--- config.mk ---
export PLATFORM = sky130hd
export DESIGN_NAME = cam_req_arbiter
export DESIGN_NICKNAME = d
export VERILOG_FILES = /design/src/rtl/cam_pkg.sv /design/src/rtl/rr_arbiter.sv /design/src/rtl/cam_req_arbiter.sv
export SDC_FILE = /design/constraint.sdc
export NUM_CORES = 1
export LEC_CHECK = 0
export CORE_ASPECT_RATIO = 1.4
export CORE_MARGIN = 5
export CORE_UTILIZATION = 36
export CTS_BUF_LIST = sky130_fd_sc_hd__clkbuf_4 sky130_fd_sc_hd__clkbuf_8
export CTS_CLUSTER_SIZE = 28
export DETAILED_ROUTE_END_ITERATION = 6
export GPL_TIMING_DRIVEN = 0
export MAX_ROUTING_LAYER = met4
export PLACE_DENSITY_LB_ADDON = 0.15
export SLEW_MARGIN = 10
export SYNTH_ARGS = -nofsm -noshare
export SYNTH_HDL_FRONTEND = slang
export SYNTH_SLANG_ARGS = --single-unit
export TNS_END_PERCENT = 20
--- constraint.sdc ---
create_clock -name clk -period 3 [get_ports clk]
set_input_delay 0.3 -clock clk [delete_from_list [all_inputs] [get_ports clk]]
set_output_delay 0.3 -clock clk [all_outputs]
set_load 0.02 [all_outputs]
--- src/rtl/cam_pkg.sv ---
// Shared operation and state types for the CAM request arbiter.
package cam_pkg;

  typedef enum logic [1:0] {
    CAM_OP_READ   = 2'd0,
    CAM_OP_WRITE  = 2'd1,
    CAM_OP_SEARCH = 2'd2,
    CAM_OP_ILL    = 2'd3
  } cam_op_e;

  typedef enum logic [1:0] {
    ST_IDLE,
    ST_ISSUE,
    ST_WAIT,
    ST_RESPOND
  } arb_state_e;

endpackage

--- src/rtl/rr_arbiter.sv ---
// Combinational round-robin picker: first asserted request at or after ptr_i,
// wrapping modulo N.
module rr_arbiter #(
  parameter int N  = 4,
  parameter int IW = $clog2(N)
) (
  input  logic [N-1:0]  req_i,
  input  logic [IW-1:0] ptr_i,
  output logic [N-1:0]  gnt_o,
  output logic [IW-1:0] gnt_idx_o,
  output logic          any_o
);

  logic [IW-1:0] cand;
  logic          found;

  always_comb begin
    gnt_o     = '0;
    gnt_idx_o = '0;
    found     = 1'b0;
    cand      = '0;
    for (int k = 0; k < N; k++) begin
      cand = IW'((int'(ptr_i) + k) % N);
      if (!found && req_i[cand]) begin
        found       = 1'b1;
        gnt_o[cand] = 1'b1;
        gnt_idx_o   = cand;
      end
    end
    any_o = found;
  end

endmodule

--- src/rtl/cam_req_arbiter.sv ---
// Time-shares one CAM port set between NUM_REQ requesters: round-robin grant,
// one operation in flight, response routed back to the owning requester only.
module cam_req_arbiter
  import cam_pkg::*;
#(
  parameter int NUM_REQ          = 4,
  parameter int ARRAY_WIDTH_LOG2 = 5,
  parameter int RSP_TIMEOUT      = 8,
  localparam int AW = ARRAY_WIDTH_LOG2,
  localparam int DW = 2 ** ARRAY_WIDTH_LOG2
) (
  input  logic                  clk,
  input  logic                  reset,
  input  logic [NUM_REQ-1:0]    req_valid_i,
  output logic [NUM_REQ-1:0]    req_ready_o,
  input  logic [NUM_REQ*2-1:0]  req_op_i,
  input  logic [NUM_REQ*AW-1:0] req_index_i,
  input  logic [NUM_REQ*DW-1:0] req_data_i,
  output logic [NUM_REQ-1:0]    rsp_valid_o,
  output logic [DW-1:0]         rsp_data_o,
  output logic [AW-1:0]         rsp_index_o,
  output logic                  rsp_hit_o,
  output logic                  rsp_err_o,
  output logic                  cam_read_o,
  output logic                  cam_write_o,
  output logic                  cam_search_o,
  output logic [AW-1:0]         cam_read_index_o,
  output logic [AW-1:0]         cam_write_index_o,
  output logic [DW-1:0]         cam_write_data_o,
  output logic [DW-1:0]         cam_search_data_o,
  input  logic                  cam_read_valid_i,
  input  logic                  cam_search_valid_i,
  input  logic [DW-1:0]         cam_read_value_i,
  input  logic [AW-1:0]         cam_search_index_i
);

  localparam int IW = $clog2(NUM_REQ);
  localparam int TW = $clog2(RSP_TIMEOUT + 1);

  arb_state_e    state_q, state_d;
  cam_op_e       op_q, op_d;
  logic [IW-1:0] ptr_q, ptr_d, owner_q, owner_d;
  logic [TW-1:0] timer_q, timer_d;
  logic          cam_read_q, cam_read_d, cam_write_q, cam_write_d, cam_search_q, cam_search_d;
  logic [AW-1:0] cam_read_index_q, cam_read_index_d, cam_write_index_q, cam_write_index_d;
  logic [DW-1:0] cam_write_data_q, cam_write_data_d, cam_search_data_q, cam_search_data_d;
  logic [DW-1:0] rsp_data_q, rsp_data_d;
  logic [AW-1:0] rsp_index_q, rsp_index_d;
  logic          rsp_hit_q, rsp_hit_d, rsp_err_q, rsp_err_d;

  logic [NUM_REQ-1:0] arb_gnt;
  logic [IW-1:0]      arb_idx;
  logic               arb_any;
  cam_op_e            sel_op;
  logic [AW-1:0]      sel_index;
  logic [DW-1:0]      sel_data;

  rr_arbiter #(.N(NUM_REQ), .IW(IW)) u_rr (
    .req_i     (req_valid_i),
    .ptr_i     (ptr_q),
    .gnt_o     (arb_gnt),
    .gnt_idx_o (arb_idx),
    .any_o     (arb_any)
  );

  assign sel_op    = cam_op_e'(req_op_i[int'(arb_idx) * 2 +: 2]);
  assign sel_index = req_index_i[int'(arb_idx) * AW +: AW];
  assign sel_data  = req_data_i[int'(arb_idx) * DW +: DW];

  always_ff @(posedge clk or negedge reset) begin
    if (!reset) begin
      state_q           <= ST_IDLE;
      op_q              <= CAM_OP_READ;
      ptr_q             <= '0;
      owner_q           <= '0;
      timer_q           <= '0;
      cam_read_q        <= 1'b0;
      cam_write_q       <= 1'b0;
      cam_search_q      <= 1'b0;
      cam_read_index_q  <= '0;
      cam_write_index_q <= '0;
      cam_write_data_q  <= '0;
      cam_search_data_q <= '0;
      rsp_data_q        <= '0;
      rsp_index_q       <= '0;
      rsp_hit_q         <= 1'b0;
      rsp_err_q         <= 1'b0;
    end else begin
      state_q           <= state_d;
      op_q              <= op_d;
      ptr_q             <= ptr_d;
      owner_q           <= owner_d;
      timer_q           <= timer_d;
      cam_read_q        <= cam_read_d;
      cam_write_q       <= cam_write_d;
      cam_search_q      <= cam_search_d;
      cam_read_index_q  <= cam_read_index_d;
      cam_write_index_q <= cam_write_index_d;
      cam_write_data_q  <= cam_write_data_d;
      cam_search_data_q <= cam_search_data_d;
      rsp_data_q        <= rsp_data_d;
      rsp_index_q       <= rsp_index_d;
      rsp_hit_q         <= rsp_hit_d;
      rsp_err_q         <= rsp_err_d;
    end
  end

  always_comb begin
    state_d           = state_q;
    op_d              = op_q;
    ptr_d             = ptr_q;
    owner_d           = owner_q;
    timer_d           = timer_q;
    cam_read_d        = 1'b0;
    cam_write_d       = 1'b0;
    cam_search_d      = 1'b0;
    cam_read_index_d  = cam_read_index_q;
    cam_write_index_d = cam_write_index_q;
    cam_write_data_d  = cam_write_data_q;
    cam_search_data_d = cam_search_data_q;
    rsp_data_d        = rsp_data_q;
    rsp_index_d       = rsp_index_q;
    rsp_hit_d         = rsp_hit_q;
    rsp_err_d         = rsp_err_q;
    req_ready_o       = '0;
    rsp_valid_o       = '0;

    case (state_q)
      ST_IDLE: begin
        if (arb_any) begin
          // Ready is masked while reset is held so nothing looks accepted.
          req_ready_o = arb_gnt & {NUM_REQ{reset}};
          owner_d     = arb_idx;
          op_d        = sel_op;
          state_d     = ST_ISSUE;
          case (sel_op)
            CAM_OP_READ: begin
              cam_read_d       = 1'b1;
              cam_read_index_d = sel_index;
            end
            CAM_OP_WRITE: begin
              cam_write_d       = 1'b1;
              cam_write_index_d = sel_index;
              cam_write_data_d  = sel_data;
            end
            CAM_OP_SEARCH: begin
              cam_search_d      = 1'b1;
              cam_search_data_d = sel_data;
            end
            default: ;
          endcase
        end
      end
      ST_ISSUE: begin
        case (op_q)
          CAM_OP_WRITE, CAM_OP_ILL: begin
            rsp_data_d  = '0;
            rsp_index_d = '0;
            rsp_hit_d   = (op_q == CAM_OP_WRITE);
            rsp_err_d   = (op_q == CAM_OP_ILL);
            state_d     = ST_RESPOND;
          end
          default: begin
            timer_d = '0;
            state_d = ST_WAIT;
          end
        endcase
      end
      ST_WAIT: begin
        timer_d = timer_q + 1'b1;
        // A result in the final wait cycle still counts as a hit.
        if (op_q == CAM_OP_READ && cam_read_valid_i) begin
          rsp_data_d  = cam_read_value_i;
          rsp_index_d = '0;
          rsp_hit_d   = 1'b1;
          rsp_err_d   = 1'b0;
          state_d     = ST_RESPOND;
        end else if (op_q == CAM_OP_SEARCH && cam_search_valid_i) begin
          rsp_data_d  = '0;
          rsp_index_d = cam_search_index_i;
          rsp_hit_d   = 1'b1;
          rsp_err_d   = 1'b0;
          state_d     = ST_RESPOND;
        end else if (timer_q == TW'(RSP_TIMEOUT - 1)) begin
          rsp_data_d  = '0;
          rsp_index_d = '0;
          rsp_hit_d   = 1'b0;
          rsp_err_d   = 1'b1;
          state_d     = ST_RESPOND;
        end
      end
      ST_RESPOND: begin
        rsp_valid_o[owner_q] = 1'b1;
        ptr_d   = (owner_q == IW'(NUM_REQ - 1)) ? '0 : owner_q + 1'b1;
        state_d = ST_IDLE;
      end
      default: state_d = ST_IDLE;
    endcase
  end

  assign cam_read_o        = cam_read_q;
  assign cam_write_o       = cam_write_q;
  assign cam_search_o      = cam_search_q;
  assign cam_read_index_o  = cam_read_index_q;
  assign cam_write_index_o = cam_write_index_q;
  assign cam_write_data_o  = cam_write_data_q;
  assign cam_search_data_o = cam_search_data_q;
  assign rsp_data_o        = rsp_data_q;
  assign rsp_index_o       = rsp_index_q;
  assign rsp_hit_o         = rsp_hit_q;
  assign rsp_err_o         = rsp_err_q;

endmodule

==> out/results.tsv, run 1 <==
stage	metric	value	unit
clock_network	cts.root.buffer_cell	sky130_fd_sc_hd__clkbuf_8	
layout	layout-drive-gt1-share	0.123	
route	antenna_left	0	
critical_path	worst_path_most_repeated_cell	sky130_fd_sc_hd__buf_12	
critical_path	critical_path.n_buffers_inverters	7	
sta	tightest_slew	0.685	ns
critical_path	critPathLaunchType	flop	
place	dp.final_hpwl	19.2	mm
global_route	grt_start_max_net_pins	74	
clock_network	insertion_delay	0.45	ns
sta	worst_clock_skew	0.0133	ns
clock_network	cts_tree	yes	
logic_synthesis	synth-main-ff-cell	sky130_fd_sc_hd__dfrtp_1	
critical_path	criticalPathCategory	reg2reg	
global_route	first_global_vias	6934	
logic_synthesis	postSynthCellCount	853	
die	core_region_area	0.0197	mm2
place	gpl.final_weighted_congestion	0.846	
layout	layout.cells.non_filler	1501	
clock_network	cts_num_sinks	128	
critical_path	crit_path_max_fanout	7	
logic_synthesis	synth.net_count	1071	
sta	grt_setup_unrepaired	true	
critical_path	critPathRequiredTime	3.36	ns
route	wl_met2	12.7	mm
clock_network	clk_transition_reported_paths	0.09	ns
logic_synthesis	number_of_synthesized_register_bits	128	
pwr	leakagePower	5.67	nW
route	routedLengthMet1	10.7	mm
sta	timing.fmax	327	MHz
sta	setup_violations	60	
pwr	design_power_total	12.7	mW
sta	totalNegativeSetupSlack	-2.30	ns
job	cap_violations	0	
die	fp.dieW	129	um
critical_path	timing.reg2reg.setup_slack	-0.06	ns
sta	max_slew_margin	0.543	
route	topRoutingLayerUsed	met4	
pwr	worst_ir_drop_vdd	0.564	mV
critical_path	worstPathCellList	buf_8 -> clkinvlp_4 -> ha_4 -> mux4_2 -> nor4_4 -> buf_4 -> a21oi_2 -> buf_6 -> buf_12 -> mux2i_4 -> a22oi_2 -> nand2b_4 -> buf_12 -> buf_12 -> mux2i_2	
die	rows	61	
logic_synthesis	syn-mean-instance-area	8.36	um2
route	pre_repair_dr_iteration_count	5	
layout	mostFrequentLayoutCells	sky130_fd_sc_hd__clkdlybuf4s50_1 (318), sky130_fd_sc_hd__nand2_1 (163), sky130_fd_sc_hd__nor2_1 (138)	
place	dp_cells	1429	
die	ioPinCount	325	
sta	final.min_clock_period	3.06	ns
sta	timing.final.hold_violations	0	
critical_path	slowest_stage_cell_crit_path	sky130_fd_sc_hd__dfrtp_2	
route	total_via_count_in_the_routed_design	7143	
status	failed_checks	setup timing	
place	io_buf_count	323	
critical_path	timing.critical_path.arrival	3.42	ns
global_route	global_route.overflow_total	0	
logic_synthesis	synth.lib_cells_used.distinct	47	
layout	num-nets-final	1453	
clock_network	tritoncts_buffer_count	17	
sta	part_of_the_cycle_the_worst_path_needs	1.02	
logic_synthesis	number_of_warnings_printed_during_yosys_synthesis	0	
critical_path	crit_family	buffers and inverters	
pwr	power_density	1090	mW/mm2
route	drc_errors	0	
logic_synthesis	synthArstFlopShare	1.00	
logic_synthesis	post_synth_instance_area	0.00713	mm2
route	met3RoutedLength	1.81	mm
status	status	finished with violations	
sta	finalWorstSetupSlack	-0.0621	ns
route	avgRoutedWirePerCell	17.2	um
sta	slew_violations	0	
global_route	grt_antenna_before_repair	1	
global_route	wire_length_of_the_first_global_routing_pass	38.0	mm
critical_path	worst_path_largest_cell_delay	0.39	ns
layout	final_common_cell	sky130_fd_sc_hd__clkdlybuf4s50_1	
layout	nFillCells	1831	
global_route	grt.total_usage	0.223	
clock_network	htree_levels	4	
layout	fin_area	0.0117	mm2
die	initial_utilization	0.362	
route	number_of_drc_markers_after_the_initial_detailed_route_iteration	287	
logic_synthesis	portion_of_the_post_synthesis_area_used_by_sequential_elements	0.449	
clock_network	cts_max_path_buffers	2	
worst_hold_path	min-delay-path-class	in2async	
layout	syn2layout_area_growth	64.5	%
critical_path	setup.worst_path.end_class	flop	
die	die_h	177	um
place	place_area	0.0107	mm2
route	route.detailed.vias_per_inst	4.76	
logic_synthesis	synth_enable_flop_cells	0	
route	totalWireLength	25.8	mm
die	dieArea	0.0228	mm2
[cell usage after synthesis (8+ instances only)]
cell type                  instances  area, um2
sky130_fd_sc_hd__inv_1            77        289
sky130_fd_sc_hd__nand3_1          37        185
sky130_fd_sc_hd__clkbuf_1         28        105
sky130_fd_sc_hd__buf_1             8       30.0
sky130_fd_sc_hd__buf_6             8       90.1
sky130_fd_sc_hd__o21ai_0          88        440
sky130_fd_sc_hd__nor2_1          139        522
sky130_fd_sc_hd__ha_1             17        213
sky130_fd_sc_hd__nand2_1         163        612
sky130_fd_sc_hd__dfrtp_1         128       3200
sky130_fd_sc_hd__mux2i_1          76        761
[metrics by stage]
stage	utilization	hold slack (ns)	setup WS, ns
final	0.596	0.378	-0.0621
after global routing	0.596	0.378	-0.229
after CTS	0.582	0.361	-0.0254
after detailed placement	0.544	0.306	-0.985
after global placement	0.543	0.461	-4.23
after floorplan	-	0.00441	-0.0360
[sequential cells by signal, summed over array words and instances (netlist names), 4 cells and up]
signal and count:
rsp_data_o 32, timer_q 4, cam_write_index_o 5, cam_search_data_o 32
cam_read_index_o 5, rsp_index_o 5, cam_write_data_o 32
[final cells by class]
type / count / area [um2] / area share
multi-input combinational: 594 / 3520 / 0.300
clock buffer: 17 / 234 / 0.0199
sequential: 128 / 3210 / 0.273
inverter: 79 / 300 / 0.0256
antenna: 1 / 2.50 / 0.000213
buffer: 51 / 392 / 0.0334
clock inverter: 15 / 135 / 0.0115
timing repair buffer: 364 / 3630 / 0.310
tap: 252 / 315 / 0.0269
[cells by family (layout without fill, tap and decap cells)]
logic type / after synthesis / after routing / share of synthesized area
AOI/OAI and AO/OA: 126 / 126 / 0.103
xor gates and xnor gates: 1 / 1 / 0.00123
adders and majority gates: 17 / 17 / 0.0298
buffers and inverters: 131 / 526 / 0.0791
DFF: 128 / 128 / 0.449
muxes: 86 / 86 / 0.128
other: 0 / 1 / 0
and+or+nand+nor: 364 / 364 / 0.210
[layer usage]
layer / vias to the layer above / track usage
met4: 0 / 0.0714
li1: 3549 / -
met1: 3306 / 0.265
met2: 255 / 0.374
met5: - / -
met3: 33 / 0.0530
[worst paths after layout]
kind / from / end / cells past startpoint
setup reg to reg: ptr_q[0]$_DFFE_PN0P_ / cam_search_data_o[13]$_DFFE_PN0P_ / 15
setup / recovery: ptr_q[0]$_DFFE_PN0P_ / cam_search_data_o[13]$_DFFE_PN0P_ / 15
hold / removal: reset / rsp_data_o[19]$_DFFE_PN0P_ / 2
min in group clk: cam_read_value_i[15] / rsp_data_o[15]$_DFFE_PN0P_ / 3
hold reg to reg: rsp_err_o$_DFFE_PN0P_ / rsp_err_o$_DFFE_PN0P_ / 1
max in group asynchronous: reset / cam_search_data_o[10]$_DFFE_PN0P_ / 3
[worst reg2reg max path: stages (launching register included)]
cell                         delay, ns
sky130_fd_sc_hd__dfrtp_2          0.39
sky130_fd_sc_hd__buf_8            0.12
sky130_fd_sc_hd__clkinvlp_4       0.11
sky130_fd_sc_hd__ha_4             0.30
sky130_fd_sc_hd__mux4_2           0.39
sky130_fd_sc_hd__nor4_4           0.18
sky130_fd_sc_hd__buf_4            0.16
sky130_fd_sc_hd__a21oi_2          0.06
sky130_fd_sc_hd__buf_6            0.14
sky130_fd_sc_hd__buf_12           0.12
sky130_fd_sc_hd__mux2i_4          0.20
sky130_fd_sc_hd__a22oi_2          0.15
sky130_fd_sc_hd__nand2b_4         0.17
sky130_fd_sc_hd__buf_12           0.16
sky130_fd_sc_hd__buf_12           0.14
sky130_fd_sc_hd__mux2i_2          0.20
[repair_timing]
action | 4_1_cts | 5_1_grt
pin swaps | 5 | 6
cloned | 2 | 2
resized for setup | 92 | 37
hold buffers | 1 | 0
hold endpoints to repair | 55 | 0
setup endpoints to repair | 83 | 82
buffers inserted | 19 | 16
[report_power, final]
group          leakage, nW  total [mW]  internal (mW)  switching, mW
clock network        0.186        1.41          0.660          0.746
logic                 3.95        8.56           3.71           4.85
registers             1.53        2.78           2.40          0.374
total                 5.67        12.7           6.78           5.97
(Power assumes the default switching activity.)
==> run 2: changes to the inputs <==
Clock period 3 ns to 3.9 ns, I/O delays scaled along.
==> out/results.tsv, run 2 (synthesized netlist as in run 1, its figures left out) <==
stage	metric	value	unit
clock_network	clk_transition_reported_paths	0.09	ns
sta	max_slew_margin	0.583	
sta	tightest_slew	0.624	ns
sta	worst_clock_skew	0.0121	ns
route	route.detailed.vias_per_inst	4.78	
die	die_h	177	um
sta	final_layout_worst_hold_slack	0.482	ns
route	drc_errors	0	
sta	part_of_the_cycle_the_worst_path_needs	0.947	
worst_hold_path	min-delay-path-class	in2async	
sta	setup_violations	0	
pwr	power_density	810	mW/mm2
sta	slew_violations	0	
critical_path	criticalPathCategory	reg2out	
clock_network	tritoncts_buffer_count	17	
clock_network	cts_tree	yes	
place	io_buf_count	323	
sta	final.min_clock_period	3.69	ns
die	core_region_area	0.0197	mm2
clock_network	insertion_delay	0.44	ns
critical_path	setup.worst_path.end_class	primary output	
critical_path	crit_path_max_fanout	10	
route	avgRoutedWirePerCell	16.9	um
layout	mostFrequentLayoutCells	sky130_fd_sc_hd__clkdlybuf4s50_1 (322), sky130_fd_sc_hd__nand2_1 (163), sky130_fd_sc_hd__nor2_1 (139)	
global_route	grt_antenna_before_repair	2	
pwr	leakagePower	5.37	nW
pwr	design_power_total	9.05	mW
critical_path	slowest_stage_cell_crit_path	sky130_fd_sc_hd__clkdlybuf4s50_1	
die	initial_utilization	0.362	
sta	timing.final.hold_violations	0	
critical_path	critPathRequiredTime	3.51	ns
global_route	grt_start_max_net_pins	68	
critical_path	critical_path.n_buffers_inverters	2	
critical_path	worst_path_most_repeated_cell	sky130_fd_sc_hd__nor2_1	
die	rows	61	
global_route	first_global_vias	6975	
global_route	wire_length_of_the_first_global_routing_pass	37.4	mm
sta	finalWorstSetupSlack	0.208	ns
die	ioPinCount	325	
layout	layout.cells.non_filler	1464	
route	total_via_count_in_the_routed_design	7004	
clock_network	cts_num_sinks	128	
route	pre_repair_dr_iteration_count	4	
layout	fin_area	0.0112	mm2
sta	timing.fmax	271	MHz
place	dp.final_hpwl	19.5	mm
die	dieArea	0.0228	mm2
layout	postLayoutCoreUtil	0.567	
clock_network	htree_levels	4	
global_route	global_route.overflow_total	0	
sta	grt_setup_unrepaired	false	
critical_path	critPathLaunchType	flop	
route	antenna_left	0	
route	totalWireLength	24.7	mm
layout	layout-drive-gt1-share	0.0620	
critical_path	crit_family	buffers and inverters	
critical_path	timing.critical_path.arrival	3.30	ns
place	dp_cells	1429	
job	cap_violations	0	
pwr	worst_ir_drop_vdd	0.402	mV
route	number_of_drc_markers_after_the_initial_detailed_route_iteration	253	
place	setup_slack_at_placement	-0.120	ns
layout	syn2layout_area_growth	56.6	%
clock_network	cts.root.buffer_cell	sky130_fd_sc_hd__clkbuf_8	
status	status	finished, final reports clean	
place	gpl.final_weighted_congestion	0.887	
place	place_area	0.0107	mm2
die	fp.dieW	129	um
critical_path	worstPathCellList	inv_1 -> ha_1 -> mux4_2 -> nor2b_4 -> a22oi_1 -> nor2_1 -> a221oi_1 -> nor2_1 -> clkdlybuf4s50_1	
global_route	grt.total_usage	0.216	
layout	num-nets-final	1415	
clock_network	cts_max_path_buffers	2	
critical_path	worst_path_largest_cell_delay	0.60	ns
layout	final_common_cell	sky130_fd_sc_hd__clkdlybuf4s50_1	
sta	totalNegativeSetupSlack	0	ns
## run 2: cell type report
class / count / area [um2]
Multi-Input combinational cell: 594 / 3370
Clock buffer: 18 / 248
Tap cell: 252 / 315
Inverter: 79 / 297
Timing Repair Buffer: 325 / 3270
Fill cell: 1855 / 8520
Antenna cell: 2 / 5.00
Sequential cell: 128 / 3200
Clock inverter: 14 / 180
Buffer: 52 / 277
## run 2: power by group
group | switching [mW] | leakage, nW | internal [mW] | total [mW]
combinational | 3.38 | 3.62 | 2.27 | 5.65
sequential | 0.324 | 1.54 | 1.85 | 2.17
clock | 0.568 | 0.211 | 0.660 | 1.23
total | 4.27 | 5.37 | 4.77 | 9.05
## run 2: worst paths after layout
check                                           startpoint                                end  slack, ns  cells after the start
worst max-delay path                  ptr_q[1]$_DFFE_PN0P_                     req_ready_o[3]       0.21                      9
max in group asynchronous                            reset               ptr_q[0]$_DFFE_PN0P_       2.65                      3
worst max register to register        ptr_q[1]$_DFFE_PN0P_  cam_search_data_o[14]$_DFFE_PN0P_       0.32                     12
min in group clk                rsp_index_o[1]$_DFFE_PN0P_         rsp_index_o[1]$_DFFE_PN0P_       0.48                      2
worst min register to register  rsp_index_o[1]$_DFFE_PN0P_         rsp_index_o[1]$_DFFE_PN0P_       0.48                      2
worst min-delay path                                 reset         rsp_data_o[15]$_DFFE_PN0P_       0.48                      2
## run 2: what timing repair did
| item | in CTS | in global routing |
|---|---|---|
| endpoints found under the hold margin | 62 | 0 |
| hold buffers | 1 | 0 |
| setup endpoints to repair | 15 | 75 |
| pin swaps | 0 | 1 |
| gates resized for setup | 2 | 11 |
| buffers inserted | 0 | 0 |
## run 2: per-layer routing
layer / global-route usage / vias up / share of wire
met2: 0.355 / 241 / 0.49
met4: 0.0727 / 0 / 0.028
met1: 0.264 / 3251 / 0.43
met5: - / - / 0
met3: 0.0439 / 37 / 0.060
li1: - / 3475 / -
==> patch (flow settings as in run 1) <==
Change the parameter `ARRAY_WIDTH_LOG2` from 5 to 4.
--- a/src/rtl/cam_req_arbiter.sv
+++ b/src/rtl/cam_req_arbiter.sv
@@ -6,3 +6,3 @@
   parameter int NUM_REQ          = 4,
-  parameter int ARRAY_WIDTH_LOG2 = 5,
+  parameter int ARRAY_WIDTH_LOG2 = 4,
   parameter int RSP_TIMEOUT      = 8,
Ports: changed (10 resized); port bits go from 325 to 189. No check against the original RTL was run, so the function may have changed too.
==> patch against run 1 <==
The run still ends with setup timing left; synthesized area is 36% lower; wire length is 41% lower; via count is 38% lower; design area is 37% lower; total power is 39% lower; non-clock buffer count is 170 lower; setup slack better by 0.048 ns; synthesized cell count is 44% lower; global-route usage is 2.2 points lower; fmax is 1.6% higher; sequential cell count is 51 lower; cell count is 43% lower; critical path depth is 1 higher; critical endpoint is now cam_write_data_o[2].
==> patch: results (changes against run 1) <==
- Worst Path Max Fanout: 6 (-1)
- Fillers: 1097 (-40%)
- Max-slew violation count: 0 (unchanged)
- Sequential share of the synthesized area: 41.9% (-3.0 points)
- Via density: 5.11 (+7.3%)
- Async SR Flop Fraction: 100% (unchanged)
- Worst Skew: 0.00816 ns (-0.00510 ns)
- Global-route wire length before repair: 23400 um (-38%)
- Leakage: 3.17 nW (-44%)
- RePlAce Congestion: 0.806 (-4.7%)
- Number of H-tree levels: 3 (-1)
- Initial antenna violation count: 0 (-1)
- Port bufs: 187 (-42%)
- Main flop type after synthesis: dfrtp_1
- Worst-Skew Late Latency: 0.37 ns (-0.08 ns)
- Number of nets in the layout: 840 (-42%)
- Slew HR: 63.7% (+9.4 points)
- Number of global-route vias before repair: 4726 (-32%)
- Worst setup margin: -0.0139 ns (+0.0482 ns)
- Largest net degree at the start of global routing: 62 (-16%)
- Clk root buf: clkbuf_8
- Num CTS Buffers: 9 (-8)
- Starting DRT DRC Count: 139 (-52%)
- Netlist cell types: 49 (+4.3%)
- GRT Overall Usage: 20.1% (-2.2 points)
- Mapped Nets: 614 (-43%)
- Arrival @ worst endpoint: 3.30 ns (-0.12 ns)
- Final setup fails: 2 (-97%)
- Post-DP HPWL: 11300 um (-41%)
- DRT Pass-1 Iters: 4 (-1)
- Synth Area in Compound Gates: 16.2% (+5.9 points)
- Setup TNS: -0.0152 ns (+2.29 ns)
- Most frequent cells after synthesis: dfrtp_1 (77), nand2_1 (76), o21ai_0 (60), mux2i_1 (55), inv_1 (34)
- Status: complete, but fails checks
- Deepest clock path buffer count: 2 (unchanged)
- Hold Path Class: in2async
- Routed WL per cell: 17.5 um (+2.1%)
- Adder-cell area share of the yosys netlist: 4.63% (+1.6 points)
- XOR/XNOR Fraction of Synth Area: 0% (-0.12 points)
- Mux contribution to synthesized area: 18.4% (+5.6 points)
- Max IR drop VDD: 0.458 mV (-19%)
- Yosys Warn Count: 0 (unchanged)
- Largest cells by area after synthesis: dfrtp_1 (42%), mux2i_1 (12%), o21ai_0 (6.5%)
- Clk slew on worst S/H paths: 0.09 ns (about the same)
- Failing checks: setup timing
- Pint: 0.00433 W (-36%)
- ANT cells: 0 (-1)
- Share of layout cells above drive strength 1: 18.0% (+5.6 points)
- Area after DPL: 0.00670 mm2 (-37%)
[patch: cell types whose count changed after synthesis, sizes merged, moves of 17 or more]
cell,delta
nor2,-118
mux2i,-21
o21ai,-19
inv,-45
nand2,-87
clkbuf,-17
nand3,-32
dfrtp,-51
[patch: area by class of cell]
type                       count  area, um2  area share, %
timing repair buffer         214       2150           29.1
multi-input combinational    340       2530           34.1
sequential                    77       1930           26.0
inverter                      34        135           1.83
clock inverter                 6       95.1           1.28
clock buffer                  10        131           1.77
buffer                        31        244           3.30
tap                          150        188           2.54
[patch: power by group through the flow]
stage | Combinational [W] | Clock [W] | Sequential, W
6_report | 0.00513 | 0.000911 | 0.00170
2_1_floorplan | 0.00238 | 0 | 0.00205
3_5_place_dp | 0.00435 | 0 | 0.00172
5_1_grt | 0.00552 | 0.000986 | 0.00175
4_1_cts | 0.00475 | 0.000935 | 0.00170
3_3_place_gp | 0.00425 | 0 | 0.00169
[patch: critical path: stages, from the launching register on]
cell and delay, ns:
dfrtp_2 0.43, buf_6 0.13, buf_12 0.13, inv_8 0.06
ha_4 0.23, buf_8 0.14, nand2b_4 0.13, a21oi_2 0.18
nor3_4 0.08, o21ai_4 0.21, mux2i_2 0.30, a41oi_2 0.13
a211oi_2 0.15, buf_4 0.18, buf_12 0.12, buf_12 0.12
mux2i_2 0.21
[patch: path summary, 6_finish.rpt]
path / startpoint / endpoint / slack (ns) / depth (start not counted)
worst max-delay path: ptr_q[0] / cam_write_data_o[2] / -0.01 / 16
worst min-delay path: reset / cam_write_data_o[3] / 0.36 / 2
worst max register to register: ptr_q[0] / cam_write_data_o[2] / -0.01 / 16
worst min register to register: rsp_data_o[1] / rsp_data_o[1] / 0.49 / 2
max in group asynchronous: reset / cam_search_data_o[13] / 2.05 / 3
min in group clk: cam_read_value_i[10] / rsp_data_o[10] / 0.48 / 3
[patch: what timing repair did]
action                                  CTS  global route
hold endpoints to repair                 16             0
setup buffers                            13             9
hold buffers                              1             0
gates resized for setup                  45            40
endpoints found under the setup margin   49            48
cloned                                    2             2
pin swaps                                 5             6
[patch: through the flow]
stage / util (%) / instances / power, W / worst slack [ns] / hold WS, ns
6_report: 59.5 / 862 / 0.00773 / -0.0139 / 0.362
5_1_grt: 59.5 / 862 / 0.00825 / -0.123 / 0.387
4_1_cts: 57.6 / 851 / 0.00739 / -0.0526 / 0.357
3_5_place_dp: 53.9 / 819 / 0.00607 / -0.534 / 0.211
3_3_place_gp: 53.7 / 818 / 0.00595 / -2.19 / 0.461
2_1_floorplan: - / 481 / 0.00443 / 0.0288 / 0.00441
[patch: per-layer routing]
metal	up-vias	share of wire, %	GRT usage [%]
met3	27	6.4	5.39
met2	158	55	36.8
met4	0	2.1	7.53
met1	2092	36	20.5
li1	2126	-	-
met5	-	0	-
